## src/rtl/lsu_pkg.sv

```systemverilog
// lsu_pkg: shared widths, load-size codes, FSM state codes and misalignment rule for the load/store unit.
package lsu_pkg;
  localparam int XLEN = 32;
  localparam logic [1:0] LS_BYTE = 2'b00;
  localparam logic [1:0] LS_HALF = 2'b01;
  localparam logic [1:0] LS_WORD = 2'b10;
  localparam logic [1:0] IDLE = 2'd0;
  localparam logic [1:0] BUSY = 2'd1;
  localparam logic [1:0] DONE = 2'd2;
  // size code 2'b11 is treated as a word access
  function automatic logic is_misaligned(input logic [1:0] size, input logic [1:0] a);
    return size[1] ? (a != 2'b00) : (size == LS_HALF) ? a[0] : 1'b0;
  endfunction
endpackage

```

## src/rtl/load_align.sv

```systemverilog
// load_align: selects the addressed byte/half lane of a read word and sign- or zero-extends it.
module load_align
  import lsu_pkg::*;
(
  input  logic [XLEN-1:0] rdata_in,
  input  logic [1:0]      addr_in,
  input  logic [1:0]      size_in,
  input  logic            unsigned_in,
  output logic [XLEN-1:0] data_out
);
  logic [7:0]  b;
  logic [15:0] h;
  always_comb begin
    b = rdata_in[{addr_in, 3'b000} +: 8];
    h = addr_in[1] ? rdata_in[31:16] : rdata_in[15:0];
    data_out = size_in[1] ? rdata_in :
               (size_in == LS_HALF) ? {{16{~unsigned_in & h[15]}}, h} :
               {{24{~unsigned_in & b[7]}}, b};
  end
endmodule

```

## src/rtl/load_store_unit.sv

```systemverilog
// load_store_unit: stage-3 data-memory access FSM with stall, lane alignment and misalignment flagging.
// Define LSU_TIMEOUT_EN to abort bus accesses that see no ready within TIMEOUT_CYCLES.
module load_store_unit
  import lsu_pkg::*;
#(
  parameter int unsigned TIMEOUT_CYCLES = 16
) (
  input  logic            clk_in,
  input  logic            reset_in,
  input  logic            ld_en_in,
  input  logic            st_en_in,
  input  logic [XLEN-1:0] addr_in,
  input  logic [XLEN-1:0] st_data_in,
  input  logic [1:0]      load_size_in,
  input  logic            load_unsigned_in,
  input  logic [4:0]      rd_addr_in,
  output logic            dmem_req_out,
  output logic            dmem_we_out,
  output logic [XLEN-1:0] dmem_addr_out,
  output logic [XLEN-1:0] dmem_wdata_out,
  output logic [3:0]      dmem_mask_out,
  input  logic            dmem_ready_in,
  input  logic [XLEN-1:0] dmem_rdata_in,
  output logic            stall_out,
  output logic            load_valid_out,
  output logic [XLEN-1:0] load_data_out,
  output logic [4:0]      rd_addr_out,
  output logic            st_done_out,
  output logic            misaligned_out,
  output logic            bus_err_out
);
  logic [1:0]      state_q, state_d;
  logic [XLEN-1:0] addr_q, addr_d, data_q, data_d, load_data_q, load_data_d, aligned;
  logic [1:0]      size_q, size_d;
  logic            uns_q, uns_d, we_q, we_d;
  logic [4:0]      rd_q, rd_d;
  logic            st_done_q, st_done_d, mis_q, mis_d, err_q, err_d;
  logic            req_any, mis, busy, timed_out;

  load_align u_align (
    .rdata_in   (dmem_rdata_in),
    .addr_in    (addr_q[1:0]),
    .size_in    (size_q),
    .unsigned_in(uns_q),
    .data_out   (aligned)
  );

`ifdef LSU_TIMEOUT_EN
  localparam int CW = $clog2(TIMEOUT_CYCLES + 1);
  logic [CW-1:0] cnt_q, cnt_d;
  assign timed_out = busy && !dmem_ready_in && (cnt_q == CW'(TIMEOUT_CYCLES - 1));
  assign cnt_d = busy ? cnt_q + 1'b1 : '0;
  always_ff @(posedge clk_in or posedge reset_in)
    if (reset_in) cnt_q <= '0;
    else cnt_q <= cnt_d;
`else
  logic unused_timeout;
  assign unused_timeout = |TIMEOUT_CYCLES;
  assign timed_out = 1'b0;
`endif

  assign req_any = ld_en_in | st_en_in;
  assign mis = is_misaligned(load_size_in, addr_in[1:0]);
  assign busy = state_q == BUSY;

  always_comb begin
    state_d = state_q;
    addr_d = addr_q;
    data_d = data_q;
    size_d = size_q;
    uns_d = uns_q;
    we_d = we_q;
    rd_d = rd_q;
    load_data_d = load_data_q;
    st_done_d = 1'b0;
    err_d = 1'b0;
    mis_d = (state_q == IDLE) && req_any && mis;
    if (state_q == IDLE && req_any && !mis) begin
      state_d = BUSY;
      addr_d = addr_in;
      data_d = st_data_in;
      size_d = load_size_in;
      uns_d = load_unsigned_in;
      we_d = ~ld_en_in;
      rd_d = rd_addr_in;
    end else if (busy && dmem_ready_in) begin
      state_d = we_q ? IDLE : DONE;
      st_done_d = we_q;
      load_data_d = we_q ? load_data_q : aligned;
    end else if (timed_out) begin
      state_d = IDLE;
      err_d = 1'b1;
    end else if (state_q == DONE) begin
      state_d = IDLE;
    end
  end

  always_ff @(posedge clk_in or posedge reset_in)
    if (reset_in) begin
      state_q <= IDLE;
      addr_q <= '0;
      data_q <= '0;
      size_q <= '0;
      uns_q <= 1'b0;
      we_q <= 1'b0;
      rd_q <= '0;
      load_data_q <= '0;
      st_done_q <= 1'b0;
      mis_q <= 1'b0;
      err_q <= 1'b0;
    end else begin
      state_q <= state_d;
      addr_q <= addr_d;
      data_q <= data_d;
      size_q <= size_d;
      uns_q <= uns_d;
      we_q <= we_d;
      rd_q <= rd_d;
      load_data_q <= load_data_d;
      st_done_q <= st_done_d;
      mis_q <= mis_d;
      err_q <= err_d;
    end

  // bus fields are driven only while a transaction is outstanding
  always_comb begin
    dmem_req_out = busy;
    dmem_we_out = busy & we_q;
    dmem_addr_out = busy ? {addr_q[31:2], 2'b00} : '0;
    dmem_wdata_out = !(busy && we_q) ? '0 :
                     size_q[1] ? data_q :
                     (size_q == LS_HALF) ? {2{data_q[15:0]}} : {4{data_q[7:0]}};
    dmem_mask_out = !(busy && we_q) ? 4'b0000 :
                    size_q[1] ? 4'b1111 :
                    (size_q == LS_HALF) ? 4'b0011 << {addr_q[1], 1'b0} : 4'b0001 << addr_q[1:0];
    stall_out = busy || ((state_q == IDLE) && req_any && !mis);
    load_valid_out = state_q == DONE;
    load_data_out = load_data_q;
    rd_addr_out = rd_q;
    st_done_out = st_done_q;
    misaligned_out = mis_q;
    bus_err_out = err_q;
  end
endmodule

```

## config.mk

```make
export PLATFORM = sky130hd
export DESIGN_NAME = load_store_unit
export DESIGN_NICKNAME = d
export VERILOG_FILES = /design/src/rtl/lsu_pkg.sv /design/src/rtl/load_align.sv /design/src/rtl/load_store_unit.sv
export SDC_FILE = /design/constraint.sdc
export NUM_CORES = 1
export LEC_CHECK = 0
export BUFFER_PORTS_ARGS = -buffer_cell sky130_fd_sc_hd__buf_2
export CAP_MARGIN = 20
export CORE_UTILIZATION = 40
export DETAILED_ROUTE_END_ITERATION = 6
export GPL_TIMING_DRIVEN = 0
export MAX_ROUTING_LAYER = met4
export PLACE_DENSITY = 0.64
export SYNTH_ARGS = -nofsm -noshare
export SYNTH_HDL_FRONTEND = slang
export SYNTH_HIERARCHICAL = 1
export SYNTH_SLANG_ARGS = --single-unit
```

## constraint.sdc

```tcl
create_clock -name clk_in -period 4.05 [get_ports clk_in]
set_input_delay 0.6075 -clock clk_in [delete_from_list [all_inputs] [get_ports clk_in]]
set_output_delay 0.6075 -clock clk_in [all_outputs]
set_load 0.01 [all_outputs]
```

# ---- Word-level counts from Yosys, hierarchy flattened
# Index checks and enable logic that the tools add are counted.
dict set report word_totals {
  ff_bits 109
  input_bits 109
  elab_cells 54
}
dict set report classes {
  eq_ne 4
  n_shift 3
  muxes 18
  bitwise 8
  n_reduce_logical 11
}
# op count
set ops {}
lappend ops {{$mux 32} 6}
lappend ops {{$shiftx 32x6->8} 1}
lappend ops {{$mux 16} 1}
lappend ops {{$mux 4} 3}
lappend ops {{$mux 2} 4}
lappend ops {{$eq 2x1->1 const B} 3}
lappend ops {{$logic_and 1x1->1} 5}
lappend ops {{$mux 1} 4}
lappend ops {{$not 1->1} 4}
lappend ops {{$shl 1x2->4 const A} 1}
lappend ops {{$shl 2x2->4 const A} 1}
lappend ops {{$and 1x1->1} 3}
lappend ops {{$reduce_and 3->1} 1}
lappend ops {{$reduce_bool 3->1} 1}
lappend ops {{$eq 2x2->1 const B} 1}
lappend ops {{$logic_not 2->1} 1}
lappend ops {{$reduce_bool 2->1} 1}
lappend ops {{$logic_not 1->1} 1}
lappend ops {{$logic_or 1x1->1} 1}
lappend ops {{$or 1x1->1} 1}

# ---- Logic depth before layout (Yosys ltp)
dict set report depth {
  depth_word 7
  ltp_mapped 6
  depth_no_buf 4
}

# ---- Hierarchy
# The synthesis kept the hierarchy.
# mod n_inst cells_each area_each_um2
set modules_own_cells {}
lappend modules_own_cells {load_store_unit 1 403 5247.5}
lappend modules_own_cells {load_align 1 94 679.4}

# ---- Worst setup path after synthesis
# No wires, ideal clock.
dict set report synth_path {
  path_type {input-to-output}
  startpoint {in st_en_in}
  endpoint {out stall_out}
  arrival_ns 1.713
  setup_slack_ns 1.729
  path_stages 6
  n_path_buf 3
  cell_sequence {or2_0 -> buf_2 -> and4_1 -> buf_4 -> buf_6 -> or2_2}
}
dict set report synth_via {
  elab_chain_cells 4
}
# item line
set synth_lines {}
lappend synth_lines {{start, declared} load_store_unit.sv:11} ;# input logic st_en_in,
lappend synth_lines {{$or 1x1->1} load_store_unit.sv:62} ;# assign req_any = ld_en_in | st_en_in;
lappend synth_lines {{$logic_and 1x1->1 (2 in a row)} load_store_unit.sv:136} ;# stall_out = busy || ((state_q == IDLE) && req_any && !mis);
lappend synth_lines {{$logic_or 1x1->1} load_store_unit.sv:136}
lappend synth_lines {{end, declared} load_store_unit.sv:24} ;# output logic stall_out,
# Every way passes these cells.

# ---- Final worst setup path
dict set report layout_path {
  startpoint {reg size_q[0]}
  endpoint {out dmem_wdata_out[14]}
}
dict set report layout_via {
  elab_chain_cells 4
}
# item line
set layout_lines {}
lappend layout_lines {{start, declared} load_store_unit.sv:34} ;# logic [1:0] size_q, size_d;
lappend layout_lines {{start signal, assigned} load_store_unit.sv:115} ;# size_q <= size_d;
lappend layout_lines {{$eq 2x1->1} load_store_unit.sv:132} ;# (size_q == LS_HALF) ? {2{data_q[15:0]}} : {4{data_q[7:0]}};
lappend layout_lines {{$mux 32} load_store_unit.sv:132}
lappend layout_lines {{$mux 32} load_store_unit.sv:131} ;# size_q[1] ? data_q :
lappend layout_lines {{$mux 32} load_store_unit.sv:130} ;# dmem_wdata_out = !(busy && we_q) ? '0 :
lappend layout_lines {{end, declared} load_store_unit.sv:20} ;# output logic [XLEN-1:0] dmem_wdata_out,
# Every way passes these cells.

==> metrics.cfg <==
[synth]
avgSynthCellArea_um2=11.9
synth_warnings=6
syn_inst=497
ys_ff_latch=109
seq_area_frac_synth_pct=46.0
synth.cell_area_um2=5930
synth.distinct_cells=41

[setup_path]
crit_slowest_cell=dfrtp_1
end_kind=output port
worstPathMaxFanout=10
path_delay_family=simple AND/OR/NAND/NOR gates
crit_chain=clkbuf_1 -> nor2_1 -> nand2_1 -> a21oi_1 -> buf_2
path_class=reg -> out
cp-start-kind=flop
cp.required_ns=3.44
critPathBufInv=2
worst_ep_arrival_time_ns=2.07
max_stage_delay_ns=0.48

[place]
dp_slack_ns=1.44
post_dp_cell_area_um2=7280
gp_congestion=0.904
io_buffers=216
hpwl_um=11900

[route]
dr.first_iter.drc_count=197
drt_wl_total_um=15600
wl_per_cell_um=17.0
drtPass1Iterations=5
viasPerCell=5.04
ant_nets=0
drc=0
via_count=4625

[clocking]
clkTransAtPathRegs_ns=0.07
cts-root-buf=clkbuf_16
ctsResizeCount=0
cts_htree_levels=3
cts.path.max_buffers=2
tritoncts=done
cts_sinks=109
numCtsBuffers=9
post-cts-setup-buffers=0
clk_latency_ns=0.35
hold_buffers=0

[power_and_ir_drop]
power_density_nw_per_um2=794
peakVddDrop_mv=0.356
leakage_nw=3.85

[timing]
min_period_ns=2.67
slew_viol_final=0
worst_slew_pin_slew_ns=0.594
slew_headroom_pct=60.2
fmax_mhz=374
rsz0062_at_grt=false
finalSetupViolCount=0
setup_ws_ns=1.38
hold_violations=0
fin_worst_skew_ns=0.00713
hold_ws_ns=0.318
fin_crit_sh_pct=66.0

[global_routing]
grt_remaining_overflow=0
antenna_found_initial=1
grt_pass1_wl_um=23900
grt_max_degree=66
grt_util_all_layers_pct=21.3
grt_pass1_vias=4569

[final_layout]
final_net_count=836
drive_above_1_share_pct=51.1
area_growth_syn_to_layout_pct=27.7
finalInstanceArea_um2=7570
final_common_cell=buf_2
seqCellArea_um2=2730
num-fill-cells=1323
final_cell_mix=buf_2 (222), dfrtp_1 (109), mux2_4 (69)
multi_input_area_um2=2910

[floorplan]
die_y_um=124
die_x_um=124
rows=44
ioPinCount=221
start_util_pct=40.9
fp.dieArea_um2=15300
core_area_um2=14500

[job]
drv_cap=0

[status]
status=complete, no violations

[hold_path]
hold_path.class=in -> async

-- cell families after synthesis --
logic type | count (synthesis) | synth area share [%]
AOI/OAI and AO/OA | 81 | 8.51
DFF | 109 | 46.0
and+or+nand+nor | 131 | 11.6
other | 1 | 0.0633
muxes | 128 | 28.7
buffers and inverters | 47 | 5.05
-- final timing paths --
kind / start / to / slack (ns) / cells past startpoint
setup / recovery: size_q[0] / dmem_wdata_out[14] / 1.38 / 5
hold / removal: reset_in / addr_q[12] / 0.32 / 2
setup reg to reg: state_q[1] / load_data_out[0] / 2.06 / 4
hold reg to reg: load_data_out[31] / load_data_out[31] / 0.48 / 1
max in group asynchronous: reset_in / load_data_out[3] / 3.02 / 3
min in group clk_in: addr_in[10] / addr_q[10] / 0.48 / 2
-- cells in the mapped netlist (all sizes together) --
master	n	area, µm²
nor3	7	35.0
a21oi	24	120
clkbuf	16	73.8
nor3b	4	57.6
mux4	1	22.5
nor2b	8	50.1
mux2	110	1500
clkinv	1	3.75
o21ai	31	155
and2	31	194
nand2b	2	12.5
dfrtp	109	2730
conb	1	3.75
nand2	44	165
a211oi	2	15.0
and4	1	8.76
a21o	3	22.5
o22a	1	8.76
buf	23	195
o21a	1	7.51
a221o	15	150
and3	8	50.1
and2b	1	7.51
nor4	1	6.26
nor2	18	67.6
mux2i	17	183
or2	4	25.0
nand3	2	10.0
a31oi	4	25.0
inv	7	26.3
-- flip-flops by register name, summed over array words and instances, names as in the netlist --
signal          flops
uns_q               1
state_q             2
addr_q             32
load_data_out      32
we_q                1
st_done_out         1
rd_addr_out         5
size_q              2
misaligned_out      1
data_q             32
-- routing by layer --
layer | share of wire, % | vias up | track usage [%]
met5 | 0 | - | -
met4 | 1.9 | 0 | 9.19
met3 | 6.7 | 19 | 3.62
met2 | 47 | 199 | 32.7
met1 | 44 | 2204 | 27.8
li1 | - | 2203 | -
-- cell type report --
class,count,area share (%)
Antenna cell,2,0.0661
Buffer,39,3.55
Clock buffer,11,3.21
Clock inverter,5,0.579
Inverter,8,0.430
Multi-Input combinational cell,343,38.4
Sequential cell,109,36.0
Tap cell,184,3.04
Timing Repair Buffer,217,14.6
-- per-stage QoR --
stage	setup TNS, ns	instances	power, mW	utilization, %
after floorplan	0	499	4.16	-
after global placement	-68.38	899	5.10	50.0
after detailed placement	0	900	5.18	50.3
after CTS	0	916	6.07	52.2
after global routing	0	917	6.45	52.2
final	0	918	6.01	52.3
-- worst reg2reg max path: cells and delay by family, from the launching register on --
family                 cells  cell delay [ns]
buffers and inverters      1             0.27
DFF                        1             0.42
muxes                      1             0.37
and+or+nand+nor            2             0.83
-- where the power goes --
group / internal, mW / switching, mW / total, mW
sequential: 1.62 / 0.391 / 2.01
clock: 0.442 / 0.416 / 0.858
combinational: 1.66 / 1.49 / 3.15
total: 3.72 / 2.29 / 6.01
(Power assumes the default switching activity.)
